$ cat src/rtl/ldpc_pkg.sv
// Shared constants and FSM encoding for the LDPC intrinsic-LLR loader.
// The loader packs a byte stream into row-weight-wide decoder words.
package ldpc_pkg;

  localparam int LLR_WIDTH    = 8;
  localparam int ROW_WEIGHT   = 24;
  localparam int GF_SIZE      = 256;
  localparam int START_CYCLES = 2;
  localparam int WORD_W       = LLR_WIDTH * ROW_WEIGHT;

  typedef enum logic [1:0] {
    ST_LOAD  = 2'd0,
    ST_START = 2'd1,
    ST_WAIT  = 2'd2
  } ldpc_state_e;

endpackage

$ cat src/rtl/ldpc_lane_packer.sv
// Collects ROW_WEIGHT consecutive LLR bytes and presents them as one word.
// word_valid pulses for one cycle when a newly completed word appears on word.
module ldpc_lane_packer
  import ldpc_pkg::*;
(
  input  logic                 clk,
  input  logic                 rst_n,
  input  logic                 byte_en,
  input  logic [LLR_WIDTH-1:0] byte_data,
  input  logic                 clear,
  output logic [WORD_W-1:0]    word,
  output logic                 word_valid,
  output logic [4:0]           lane_cnt
);

  localparam int STAGE_W = WORD_W - LLR_WIDTH;

  // Bytes enter at the top and shift down, so after 23 bytes lane 0 sits at bit 0.
  logic [STAGE_W-1:0] stage;
  logic               lane_end;

  assign lane_end = (lane_cnt == 5'(ROW_WEIGHT - 1));

  always_ff @(posedge clk or negedge rst_n) begin
    if (!rst_n) begin
      stage      <= '0;
      word       <= '0;
      word_valid <= 1'b0;
      lane_cnt   <= '0;
    end else begin
      word_valid <= 1'b0;
      if (clear) begin
        lane_cnt <= '0;
      end else if (byte_en) begin
        if (lane_end) begin
          word       <= {byte_data, stage};
          word_valid <= 1'b1;
          lane_cnt   <= '0;
        end else begin
          stage    <= {byte_data, stage[STAGE_W-1:LLR_WIDTH]};
          lane_cnt <= lane_cnt + 5'd1;
        end
      end
    end
  end

endmodule

$ cat src/rtl/ldpc_llr_loader.sv
// Byte-serial LLR feeder for ldpc_runner_top: writes GF_SIZE packed words per frame,
// pulses ini_st, then holds off the next frame until the decoder reports dec_done.
module ldpc_llr_loader
  import ldpc_pkg::*;
(
  input  logic                 clk,
  input  logic                 rst_n,
  // Stream handshake: a byte transfers on any rising edge where s_llr_valid and
  // s_llr_ready are both high; the source must hold data/last stable until then.
  input  logic                 s_llr_valid,
  output logic                 s_llr_ready,
  input  logic [LLR_WIDTH-1:0] s_llr_data,
  input  logic                 s_llr_last,
  output logic                 in_info_wren,
  output logic [WORD_W-1:0]    rece_llr_intri,
  output logic                 ini_st,
  input  logic                 dec_done,
  output logic                 busy,
  output logic                 frame_err,
  output ldpc_state_e          dbg_state
);

  ldpc_state_e state, state_nx;
  logic [8:0]  word_cnt;
  logic [4:0]  lane_cnt;
  logic [1:0]  st_cnt;
  logic        out_en;
  logic        frame_full;
  logic        accept;
  logic        lane_end;
  logic        final_byte;
  logic        early_last;

  assign accept     = s_llr_valid && s_llr_ready;
  assign lane_end   = (lane_cnt == 5'(ROW_WEIGHT - 1));
  assign final_byte = accept && lane_end && (word_cnt == 9'(GF_SIZE - 1));
  assign early_last = accept && s_llr_last && !final_byte;

  ldpc_lane_packer u_packer (
    .clk        (clk),
    .rst_n      (rst_n),
    .byte_en    (accept),
    .byte_data  (s_llr_data),
    .clear      (early_last),
    .word       (rece_llr_intri),
    .word_valid (in_info_wren),
    .lane_cnt   (lane_cnt)
  );

  always_ff @(posedge clk or negedge rst_n) begin
    if (!rst_n) begin
      state      <= ST_LOAD;
      word_cnt   <= '0;
      st_cnt     <= '0;
      out_en     <= 1'b0;
      frame_full <= 1'b0;
      frame_err  <= 1'b0;
    end else begin
      state      <= state_nx;
      out_en     <= 1'b1;
      // frame_full marks the strobe cycle of the final word; it drives the move to START.
      frame_full <= final_byte;
      frame_err  <= accept && (s_llr_last != final_byte);
      if (early_last || final_byte) begin
        word_cnt <= '0;
      end else if (accept && lane_end) begin
        word_cnt <= word_cnt + 9'd1;
      end
      if (state == ST_START) begin
        st_cnt <= st_cnt + 2'd1;
      end else begin
        st_cnt <= '0;
      end
    end
  end

  always_comb begin
    state_nx = state;
    unique case (state)
      ST_LOAD:  if (frame_full) state_nx = ST_START;
      ST_START: if (st_cnt == 2'(START_CYCLES - 1)) state_nx = ST_WAIT;
      ST_WAIT:  if (dec_done) state_nx = ST_LOAD;
      default:  state_nx = ST_LOAD;
    endcase
  end

  // Ready drops during the last strobe so no byte of the next frame slips in before START.
  assign s_llr_ready = out_en && (state == ST_LOAD) && !frame_full;
  assign ini_st      = (state == ST_START);
  assign busy        = (state != ST_LOAD) || (lane_cnt != 5'd0) || (word_cnt != 9'd0) || frame_full;
  assign dbg_state   = state;

endmodule

$ cat config.mk
export PLATFORM = sky130hd
export DESIGN_NAME = ldpc_llr_loader
export DESIGN_NICKNAME = d
export VERILOG_FILES = /design/src/rtl/ldpc_pkg.sv /design/src/rtl/ldpc_lane_packer.sv /design/src/rtl/ldpc_llr_loader.sv
export SDC_FILE = /design/constraint.sdc
export NUM_CORES = 1
export LEC_CHECK = 0
export ABC_AREA = 1
export BUFFER_PORTS_ARGS = -buffer_cell sky130_fd_sc_hd__buf_2
export CAP_MARGIN = 40
export CORE_MARGIN = 2
export CORE_UTILIZATION = 45
export DETAILED_ROUTE_END_ITERATION = 8
export SYNTH_ARGS = -nofsm -noshare
export SYNTH_HDL_FRONTEND = slang
export SYNTH_SLANG_ARGS = --single-unit
export TNS_END_PERCENT = 30
$ cat constraint.sdc
create_clock -name clk -period 2.1 [get_ports clk]
set_input_delay 0.21 -clock clk [delete_from_list [all_inputs] [get_ports clk]]
set_output_delay 0.21 -clock clk [all_outputs]
set_load 0.02 [all_outputs]
==> summary.md, run 1 <==
| Metric | Value |
|---|---|
| Outcome | `finished with violations` |
| Violated checks | `negative setup slack` |
| Sequential area share after synthesis | `62.77%` |
| Global placement routability congestion | `0.7994` |
| Met1 Wirelength | `16890 um` |
| Antenna violations before repair | `0` |
| Clock sink total | `398` |
| Share of cells above drive strength 1 | `29.39%` |
| Leak pwr | `9.619 nW` |
| Fin cells | `2306` |
| Initial core utilization | `45.82%` |
| Inserted Clock Buffers | `43` |
| Worst Path Max Fanout | `8` |
| Post-layout min period | `2.107 ns` |
| Ports | `212` |
| Worst Path Required | `2.50 ns` |
| Syn nets | `1582` |
| HPWL after DPL | `23790 um` |
| Antenna diodes | `0` |
| Post-route ant nets | `0` |
| Clock latency on the worst-skew pair | `0.53 ns` |
| Synth Register Bits | `398` |
| Worst VDD drop | `559.4 uV` |
| Met3 WL | `1675 um` |
| Synth unique cells | `29` |
| Cells after synthesis | `1563` |
| All-Layer GR Usage | `19.23%` |
| Cell mode on critical path | `ha_2` |
| Syn_area_per_cell | `10.15 um^2` |
| Highest metal used | `met4` |
| Post-route DRC violation count | `0` |
| Share of the synthesized area in the top cell type | `62.77%` |
| YS warnings | `0` |
| Final setup fails | `1` |
| Max cap viols | `0` |
| RSZ-0062 raised after global routing | `yes` |
| Die Wd | `191.8 um` |
| Total design power | `16.70 mW` |
| WL met2 | `16060 um` |
| WL final | `35340 um` |
| Core Area | `34630 um^2` |
| Worst Clk Skew | `0.01506 ns` |
| Total grt overflow | `0` |
| Via Count | `11040` |
| Final hold vios | `0` |
| Worst-path clk slew | `0.06 ns` |
| Max-slew violations | `0` |
| Worst path max stage delay | `0.38 ns` |
| Cell Rows | `68` |
| PortBufs | `211` |
| Pre-antenna DRT Iters | `7` |
| Final setup margin | `-0.006577 ns` |
| Synth area leaders | `dfrtp_1 (63%), nand2_1 (10%), o21ai_2 (7.7%)` |
| Mapped cell area | `15870 um^2` |
| CP arrival | `2.50 ns` |
| H-tree Lvls | `2` |
| Filler cells | `3076` |
| CTS tree | `done` |
| Period utilization | `100.3%` |
| First-pass GRT wire length | `56600 um` |
| DRT iter0 DRCs | `671` |
| CP Cell Sequence | `ha_2 > nand3_2 > inv_2 > nand2_2 > nor3_2 > ha_2 > o211ai_4 > buf_12 > clkbuf_16 > buf_16 > nand2_1 > o21ai_1` |
| Layout net count | `1837` |
| Placed Cells | `2205` |
| Vias per cell | `4.786` |
| Die area | `36780 um^2` |
| Area grow syn2layout | `23.51%` |
| Vias in the first global route | `10640` |
| Crit Path Class | `reg -> reg` |
| Worst min path class | `in -> reg` |
| Post-Place Setup Slack | `-0.02388 ns` |
| Critical Path Start Type | `flop` |
| Largest net degree at the start of global routing | `75` |
| CP max stage cell | `dfrtp_1` |
| Setup crit end kind | `flop` |
| Routed wire per std cell | `15.33 um` |
| Die Ht | `191.8 um` |
| CTS root buf | `clkbuf_16` |
| Clock buffer depth | `3` |
| F_max | `0.4747 GHz` |
| Pwr per Cell Area | `852.2 nW/um^2` |
| Synth area leader | `dfrtp_1` |
-- registers in the layout (all words and copies together), names as in the netlist, 2 cells and up --
| name | count |
|---|---|
| u_packer.lane_cnt | 5 |
| word_cnt | 9 |
| dbg_state | 2 |
| u_packer.word | 192 |
| st_cnt | 2 |
| u_packer.stage | 184 |
-- synthesized netlist by cell type, drive strengths merged --
library cell,number
conb,1
dfrtp,398
xor2,3
clkinv,1
o211ai,1
nand3,9
buf,70
inv,214
nor2,14
o21bai,1
o22ai,1
nand2,444
nor3,2
clkbuf,11
o21ai,376
ha,6
nand4,9
a21oi,1
nor4,1
-- worst max-delay path, delay by kind of cell, from the launching register on --
kind	cells	cell delay [ns]
buffers and inverters	4	0.56
adders and majority gates	2	0.44
and+or+nand+nor	4	0.39
DFF	1	0.38
AOI/OAI and AO/OA	2	0.19
-- worst paths after layout --
path | cells after the start | startpoint | slack, ns | endpoint
max | 12 | word_cnt[1] | -0.007 | u_packer.word[46]
min | 4 | s_llr_valid | 0.13 | u_packer.lane_cnt[3]
max reg2reg | 12 | word_cnt[1] | -0.007 | u_packer.word[46]
min reg2reg | 1 | st_cnt[0] | 0.43 | st_cnt[0]
max in group asynchronous | 4 | rst_n | 1.11 | u_packer.stage[124]
min in group asynchronous | 2 | rst_n | 0.19 | u_packer.word[77]
-- layout make-up --
cell class / count / area, um^2 / share of cell area, %
well taps: 455 / 569.3 / 2.905
clock inverters: 10 / 100.1 / 0.5108
flip-flops and latches: 398 / 9960 / 50.82
clock buffers: 68 / 1343 / 6.851
multi-input cells: 869 / 4617 / 23.56
repair buffers: 291 / 2197 / 11.21
inverters: 215 / 812.0 / 4.144
-- placed cells by master, fill, tap and decap left out, types with 13 or more instances in the layout --
cell / instances
buf_12: 28
buf_2: 209
buf_4: 31
clkbuf_16: 48
clkbuf_8: 13
dfrtp_1: 398
inv_1: 208
nand2_1: 410
nand2_2: 19
nand2_4: 15
o21ai_0: 70
o21ai_1: 164
o21ai_2: 142
-- report_power, final --
part	switching (mW)	leakage, nW	internal [mW]	total, mW
registers	0.176	5.51	7.98	8.16
logic	0.678	3.39	0.280	0.957
clock network	2.97	0.719	4.62	7.59
total	3.82	9.62	12.9	16.7
-- metrics by stage --
stage | hold slack (ns) | TNS, ns | cell area, um^2 | util (%)
5_1_grt | 0.1449 | -2.042 | 19600 | 56.59
3_3_place_gp | 0.1574 | 0 | 17580 | 50.78
3_5_place_dp | 0.1617 | -0.1605 | 17580 | 50.78
2_1_floorplan | -0.08559 | 0 | 15870 | -
6_report | 0.1315 | -0.006577 | 19600 | 56.59
4_1_cts | 0.1089 | 0 | 19250 | 55.59
-- cell families after synthesis --
family          share of synthesized area (%)
flops                                   62.77
fa+ha+maj                              0.4731
other cells                           0.02363
buf+inv                                 9.320
xor+xnor                               0.1656
simple gates                            11.83
compound gates                          15.42
-- metal layers --
layer / vias to the layer above / GRT usage (%)
li1: 5469 / -
met1: 5312 / 28.91
met2: 203 / 29.05
met3: 52 / 3.124
met4: 0 / 4.911
met5: - / 0
-- timing repair --
item                                   4_1_cts  5_1_grt
setup buffers                                4        3
endpoints found under the hold margin       85        0
setup endpoints to repair                   30      182
pin swaps                                    1        5
hold buffers                                10        0
gates resized for setup                      6       72
cloned                                       2        4
No activity file was read; power rests on OpenSTA's default activity.
==> inputs of run 2 (changes only) <==
--- a/config.mk
+++ b/config.mk
@@ -8,9 +8,12 @@
 export ABC_AREA = 1
 export BUFFER_PORTS_ARGS = -buffer_cell sky130_fd_sc_hd__buf_2
 export CAP_MARGIN = 40
+export CELL_PAD_IN_SITES_DETAIL_PLACEMENT = 0
+export CELL_PAD_IN_SITES_GLOBAL_PLACEMENT = 1
 export CORE_MARGIN = 2
 export CORE_UTILIZATION = 45
 export DETAILED_ROUTE_END_ITERATION = 8
+export PLACE_DENSITY_LB_ADDON = 0.1
 export SYNTH_ARGS = -nofsm -noshare
 export SYNTH_HDL_FRONTEND = slang
 export SYNTH_SLANG_ARGS = --single-unit
==> run 2 against run 1 <==
The run now ends clean. Core utilization decreased by 1.0 points. Sequential share of layout area increased by 0.96 points. Clock power rose by 1%. Global-route usage up 0.22 points. Wire length shrank 1.6%.
==> summary.md, run 2 (synthesized netlist as in run 1, its figures left out) <==
| Metric | Value |
|---|---|
| Outcome | `finished, final reports clean (was finished with violations)` |
| CP max stage cell | `dfrtp_1 (unchanged)` |
| Placed Cells | `2204 (was 2205)` |
| Antenna diodes | `0 (unchanged)` |
| HPWL after DPL | `23630 um (was 23790 um)` |
| Reg with most FFs | `u_packer.word (unchanged)` |
| First-pass GRT wire length | `57100 um (was 56600 um)` |
| Max cap viols | `0 (unchanged)` |
| Post-route ant nets | `0 (unchanged)` |
| Clock buffer depth | `3 (unchanged)` |
| Area grow syn2layout | `21.23% (was 23.51%)` |
| Setup TNS | `0 ns (was -0.006577 ns)` |
| Pwr per Cell Area | `872.1 nW/um^2 (was 852.2 nW/um^2)` |
| Total grt overflow | `0 (unchanged)` |
| Crit Path Class | `reg -> out (was reg -> reg)` |
| CTS tree | `done (unchanged)` |
| Combinational share of power | `5.5% (was 5.7%)` |
| Worst VDD drop | `735.5 uV (was 559.4 uV)` |
| Cell Area, Placed | `17560 um^2 (was 17580 um^2)` |
| Vias in the first global route | `10680 (was 10640)` |
| Critical Path Start Type | `flop (unchanged)` |
| Die Wd | `191.8 um (unchanged)` |
| CP Cell Sequence | `buf_4 > inv_1 > ha_1 > nand2_1 > nor3_2 > nand4_1 > buf_2 (was ha_2 > nand3_2 > inv_2 > nand2_2 > nor3_2 > ha_2 > o211ai_4 > buf_12 > clkbuf_16 > buf_16 > nand2_1 > o21ai_1)` |
| Design Area, Final | `19240 um^2 (was 19600 um^2)` |
| Clock power share | `45.9% (was 45.4%)` |
| F_max | `0.5017 GHz (was 0.4747 GHz)` |
| Worst min path class | `in -> reg (unchanged)` |
| Vias per cell | `4.706 (was 4.786)` |
| Worst path max stage delay | `0.38 ns (about the same)` |
| Final setup fails | `0 (was 1)` |
| Initial core utilization | `45.82% (unchanged)` |
| WL final | `34790 um (was 35340 um)` |
| PortBufs | `211 (unchanged)` |
| Routed wire per std cell | `15.17 um (was 15.33 um)` |
| Setup crit end kind | `primary output (was flop)` |
| H-tree Lvls | `2 (unchanged)` |
| Period utilization | `94.91% (was 100.3%)` |
| Inserted Clock Buffers | `44 (was 43)` |
| FF-to-FF setup slack | `0.12 ns (was -0.007 ns)` |
| Internal power | `12.99 mW (was 12.88 mW)` |
| Global placement routability congestion | `0.7734 (was 0.7994)` |
| R2R depth | `12 (unchanged)` |
| Ports | `212 (unchanged)` |
| Worst Path Required | `1.89 ns (was 2.50 ns)` |
| Worst-path clk slew | `0.06 ns (about the same)` |
| Post-route DRC violation count | `0 (unchanged)` |
| WP depth | `7 (was 12)` |
| Most frequent cells in the layout | `nand2_1 (441), dfrtp_1 (398), buf_2 (210), inv_1 (209), o21ai_1 (166) (was nand2_1 (410), dfrtp_1 (398), buf_2 (209), inv_1 (208), o21ai_1 (164))` |
| Cell Rows | `68 (unchanged)` |
| Worst Clk Skew | `0.009363 ns (was 0.01506 ns)` |
| R2r startpoint | `word_cnt[0] (was word_cnt[1])` |
| Die area | `36780 um^2 (unchanged)` |
| Clock sink total | `398 (unchanged)` |
| Layout net count | `1828 (was 1837)` |
| CTS root buf | `clkbuf_16 (unchanged)` |
| Top delay family on crit path | `buffers and inverters (unchanged)` |
| Worst setup endpoint | `busy (was u_packer.word[46])` |
| Share of cells above drive strength 1 | `27.15% (was 29.39%)` |
| Part of the power in registers | `48.6% (was 48.8%)` |
| Antenna violations before repair | `0 (unchanged)` |
| Most common cell after layout, fill and taps aside | `nand2_1 (unchanged)` |
| DRT iter0 DRCs | `598 (was 671)` |
| CP arrival | `1.78 ns (was 2.50 ns)` |
| Sw frac | `22.58% (was 22.89%)` |
| All-Layer GR Usage | `19.44% (was 19.23%)` |
| Leak pwr | `9.468 nW (was 9.619 nW)` |
| Final hold vios | `0 (unchanged)` |
| Fin cells | `2293 (was 2306)` |
| Via Count | `10790 (was 11040)` |
| Clock latency on the worst-skew pair | `0.52 ns (was 0.53 ns)` |
| RSZ-0062 raised after global routing | `yes (unchanged)` |
| Largest regs | `u_packer.word x192, u_packer.stage x184, word_cnt x9 (unchanged)` |
| Critical register-to-register path endpoint | `u_packer.word[182] (was u_packer.word[46])` |
| Post-layout min period | `1.993 ns (was 2.107 ns)` |
| Total design power | `16.78 mW (was 16.70 mW)` |
| Worst Path Max Fanout | `4 (was 8)` |
| CP Launch Point | `word_cnt[0] (was word_cnt[1])` |
| Largest net degree at the start of global routing | `88 (was 75)` |
| Net switching power | `3.788 mW (was 3.823 mW)` |
| Die Ht | `191.8 um (unchanged)` |
| Max-slew violations | `0 (unchanged)` |
| Max reg flops | `192 (unchanged)` |
| Pre-antenna DRT Iters | `4 (was 7)` |
| Crit path buf inv count | `3 (was 4)` |
| Core Area | `34630 um^2 (unchanged)` |
run 2: cell types whose count changed in the layout (fill, tap and decap cells not counted), moves of 3 or more:
cell	change
buf_12	-3
buf_6	-3
clkbuf_1	-3
clkbuf_8	-3
nand2_1	+31
nand2_2	-16
nand2_4	-15
run 2: per-layer routing:
metal / global-route usage, % / routed length, um / vias to the layer above
li1: - / - / 5420
met1: 28.83 / 16880 / 5122
met2: 29.20 / 15360 / 195
met3: 4.202 / 1938 / 53
met4: 4.615 / 606 / 0
met5: 0 / 0 / -
run 2: area by class of cell:
type / instances / area, um^2
clock buffers: 62 / 1290
clock inverters: 13 / 165.2
fillers: 3134 / 15390
inverters: 215 / 807.0
multi-input cells: 869 / 4454
flip-flops and latches: 398 / 9960
well taps: 455 / 569.3
repair buffers: 281 / 1991
run 2: what timing repair did:
| item | CTS | global route |
|---|---|---|
| hold endpoints to repair | 110 | 0 |
| cloned | 1 | 1 |
| pin swaps | 0 | 2 |
| hold buffers | 10 | 0 |
| buffers inserted | 1 | 1 |
| resized for setup | 4 | 7 |
| endpoints found under the setup margin | 8 | 175 |
run 2: how the worst min path moves through the flow:
stage                startpoint              endpoint  slack [ns]  cells past startpoint
floorplan                 rst_n          dbg_state[0]       -0.09                      0
global placement          rst_n     u_packer.word[75]        0.15                      1
detailed placement        rst_n     u_packer.word[75]        0.15                      1
CTS                 s_llr_valid  u_packer.lane_cnt[3]        0.12                      4
global route        s_llr_valid  u_packer.lane_cnt[3]        0.16                      4
finish              s_llr_valid  u_packer.lane_cnt[3]        0.14                      4
run 2: power groups by stage:
| stage | registers, mW | clock network, mW | logic (mW) |
|---|---|---|---|
| after CTS | 8.15 | 7.92 | 0.963 |
| after global routing | 8.19 | 8.25 | 1.09 |
| final | 8.15 | 7.69 | 0.928 |
| after global placement | 8.28 | 0 | 0.932 |
| after floorplan | 8.24 | 0 | 0.555 |
| after detailed placement | 8.28 | 0 | 0.945 |
run 2: per-stage QoR:
step / hold slack, ns / worst slack (ns) / utilization (%)
final: 0.1377 / 0.1068 / 55.55
after floorplan: -0.08559 / 0.1730 / -
after global placement: 0.1521 / 0.04446 / 50.72
after detailed placement: 0.1526 / 0.007176 / 50.72
after CTS: 0.1168 / 0.02099 / 55.41
after global routing: 0.1595 / -0.001552 / 55.55
run 2: worst min-delay path: cells and delay by family:
family / cells / cell delay, ns
buffers and inverters: 2 / 0.18
and+or+nand+nor: 1 / 0.08
AOI/OAI and AO/OA: 1 / 0.14
==> inputs of run 3 (changes only) <==
--- a/config.mk
+++ b/config.mk
@@ -10,7 +10,6 @@
 export CAP_MARGIN = 40
 export CELL_PAD_IN_SITES_DETAIL_PLACEMENT = 0
 export CELL_PAD_IN_SITES_GLOBAL_PLACEMENT = 1
-export CORE_MARGIN = 2
 export CORE_UTILIZATION = 45
 export DETAILED_ROUTE_END_ITERATION = 8
 export PLACE_DENSITY_LB_ADDON = 0.1
==> constraint.sdc (replaced) <==
create_clock -name clk -period 2.4 [get_ports clk]
set_input_delay 0.24 -clock clk [delete_from_list [all_inputs] [get_ports clk]]
set_output_delay 0.24 -clock clk [all_outputs]
set_load 0.02 [all_outputs]
==> run 3 against run 2 <==
Count of clock-buffer cells in the layout increased by 3. Register-to-register slack improved by 0.13 ns. Critical path type is now reg -> reg. Setup slack improved by 0.14 ns. Design area down 1.5%. Non-clock buffer count is 27 lower. Highest routed layer unchanged. Cell count is 1.1% lower. Combinational power shrank 14%.
==> summary.md, run 3 (synthesized netlist as in run 1, its figures left out) <==
| Metric | Value |
|---|---|
| Worst Path Required | `2.86 ns (was 1.89 ns)` |
| Initial core utilization | `45.82% (unchanged)` |
| Clock buffer depth | `3 (unchanged)` |
| Crit Path Class | `reg -> reg (was reg -> out)` |
| CTS root buf | `clkbuf_16 (unchanged)` |
| Total grt overflow | `0 (unchanged)` |
| Relative slew slack | `54.84%` |
| Cell Area, Placed | `17450 um^2 (was 17560 um^2)` |
| All-Layer GR Usage | `19.44% (about the same)` |
| Final hold vios | `0 (unchanged)` |
| Post-route DRC violation count | `0 (unchanged)` |
| DRT iter0 DRCs | `601 (was 598)` |
| Antenna violations before repair | `0 (unchanged)` |
| Max-slew violations | `0 (unchanged)` |
| Ports | `212 (unchanged)` |
| Worst VDD drop | `513.6 uV (was 735.5 uV)` |
| Most common cell after layout, fill and taps aside | `nand2_1 (unchanged)` |
| Net switching power | `3.382 mW (was 3.788 mW)` |
| Design Area, Final | `18950 um^2 (was 19240 um^2)` |
| Layout net count | `1801 (was 1828)` |
| Core Area | `34630 um^2 (unchanged)` |
| Pwr per Cell Area | `769.2 nW/um^2 (was 872.1 nW/um^2)` |
| Filler cells | `3164 (was 3134)` |
| Largest net degree at the start of global routing | `103 (was 88)` |
| Period utilization | `89.70%` |
| Worst-path clk slew | `0.06 ns (about the same)` |
| F_max | `0.4645 GHz` |
| Global placement routability congestion | `0.7672 (was 0.7734)` |
| Clock sink total | `398 (unchanged)` |
| Pre-antenna DRT Iters | `5 (was 4)` |
| Internal power | `11.19 mW (was 12.99 mW)` |
| Reg with most FFs | `u_packer.word (unchanged)` |
| Clock power share | `45.5% (was 45.9%)` |
| Antenna diodes | `0 (unchanged)` |
| Max reg flops | `192 (unchanged)` |
| Vias in the first global route | `10510 (was 10680)` |
| Die Ht | `189.8 um (was 191.8 um)` |
| Largest regs | `u_packer.word x192, u_packer.stage x184, word_cnt x9 (unchanged)` |
| Final setup fails | `0 (unchanged)` |
| Vias per cell | `4.701 (was 4.706)` |
| Worst-Margin Slew | `0.6729 ns` |
| Post-CTS setup buffers | `0 (was 1)` |
| Total design power | `14.57 mW (was 16.78 mW)` |
| Setup crit end kind | `flop (was primary output)` |
| Via Count | `10660 (was 10790)` |
| Die Wd | `189.8 um (was 191.8 um)` |
| Outcome | `finished, final reports clean (unchanged)` |
| Setup TNS | `0 ns (unchanged)` |
| Area of the multi-input gates | `4432 um^2 (was 4454 um^2)` |
| Part of the power in registers | `49.0% (was 48.6%)` |
| HPWL after DPL | `23130 um (was 23630 um)` |
| Most frequent cells in the layout | `nand2_1 (443), dfrtp_1 (398), inv_1 (210), buf_2 (210), o21ai_1 (166) (was nand2_1 (441), dfrtp_1 (398), buf_2 (210), inv_1 (209), o21ai_1 (166))` |
| Share of cells above drive strength 1 | `25.88% (was 27.15%)` |
| Die area | `36020 um^2 (was 36780 um^2)` |
| WHS | `0.01104 ns (was 0.1377 ns)` |
| Post-Place Setup Slack | `0.1724 ns (was 0.007176 ns)` |
| Worst min path class | `in -> reg (unchanged)` |
| Final setup margin | `0.2472 ns (was 0.1068 ns)` |
| Sw frac | `23.21% (was 22.58%)` |
| PortBufs | `211 (unchanged)` |
| CTS tree | `done (unchanged)` |
| Clock latency on the worst-skew pair | `0.53 ns (was 0.52 ns)` |
| Max cap viols | `0 (unchanged)` |
| Worst Path Max Fanout | `26 (was 4)` |
| Combinational share of power | `5.5% (about the same)` |
| Inserted Clock Buffers | `44 (unchanged)` |
| Leak pwr | `9.318 nW (was 9.468 nW)` |
| H-tree Lvls | `2 (unchanged)` |
| First-pass GRT wire length | `56190 um (was 57100 um)` |
| Post-route ant nets | `0 (unchanged)` |
| CP arrival | `2.62 ns (was 1.78 ns)` |
| Area grow syn2layout | `19.40% (was 21.23%)` |
| Critical Path Start Type | `flop (unchanged)` |
| WL final | `33640 um (was 34790 um)` |
| Worst Clk Skew | `0.007077 ns (was 0.009363 ns)` |
| RSZ-0062 raised after global routing | `no (was yes)` |
| Storage cell area | `9960 um^2 (unchanged)` |
| Post-layout min period | `2.153 ns` |
| Cell Rows | `68 (unchanged)` |
| Routed wire per std cell | `14.84 um (was 15.17 um)` |
==> run 3: cell count changes in the layout (fill, tap and decap cells not counted), moves of 2 or more <==
| cell | delta |
|---|---|
| nand2_1 | +2 |
| clkbuf_1 | +2 |
| inv_6 | +2 |
| nor3_1 | +2 |
| buf_4 | -21 |
| bufinv_16 | -2 |
| clkinv_2 | -3 |
| nor3_2 | -2 |
| nand2_2 | -2 |
| dlygate4sd3_1 | -5 |
==> run 3: worst max-delay path, cell delays in order (launching register included) <==
cell      delay [ns]
dfrtp_1         0.41
ha_1            0.23
nand3_1         0.12
inv_1           0.06
nand2_1         0.07
nor3_1          0.05
ha_2            0.20
o211ai_4        0.29
buf_12          0.25
buf_4           0.22
nand2_1         0.09
o21ai_2         0.05
==> run 3: what timing repair did <==
item | CTS | global route
endpoints found under the hold margin | 61 | 0
hold buffers | 5 | 0
endpoints found under the setup margin | 0 | 17
resized for setup | 0 | 3
==> run 3: final timing paths <==
| kind | from | end | slack [ns] | depth (start not counted) |
|---|---|---|---|---|
| setup / recovery | word_cnt[0] | u_packer.word[164] | 0.25 | 11 |
| hold / removal | s_llr_data[4] | u_packer.word[188] | 0.01 | 3 |
| setup reg to reg | word_cnt[0] | u_packer.word[164] | 0.25 | 11 |
| hold reg to reg | st_cnt[0] | st_cnt[0] | 0.43 | 1 |
| max in group asynchronous | rst_n | u_packer.word[188] | 1.36 | 3 |
| min in group asynchronous | rst_n | u_packer.word[73] | 0.26 | 2 |
==> run 3: final cells by class <==
| type | count | area share (%) |
|---|---|---|
| flip-flops and latches | 398 | 52.57 |
| clock buffers | 65 | 6.921 |
| well taps | 455 | 3.005 |
| multi-input cells | 869 | 23.39 |
| repair buffers | 254 | 9.239 |
| inverters | 215 | 4.260 |
| clock inverters | 11 | 0.6142 |
==> run 3: power by group through the flow <==
stage,logic [mW],clock network (mW),registers (mW)
after floorplan,0.485,0,7.21
after global placement,0.814,0,7.25
after detailed placement,0.823,0,7.26
after CTS,0.833,6.81,7.14
after global routing,0.942,7.09,7.17
final,0.802,6.63,7.14
==> run 3: stage by stage <==
stage	instances	utilization (%)
detailed placement	2186	50.40
floorplan	1563	-
global route	2267	54.71
finish	2267	54.71
CTS	2267	54.67
global placement	2186	50.40
==> run 3: per-layer routing <==
layer | vias to the layer above | routed length [um] | share of wire (%) | track usage (%)
li1 | 5383 | - | - | -
met3 | 51 | 1447 | 4.3 | 3.616
met5 | - | 0 | 0 | 0
met4 | 0 | 630 | 1.9 | 5.149
met1 | 5041 | 16680 | 50 | 28.79
met2 | 182 | 14890 | 44 | 29.35
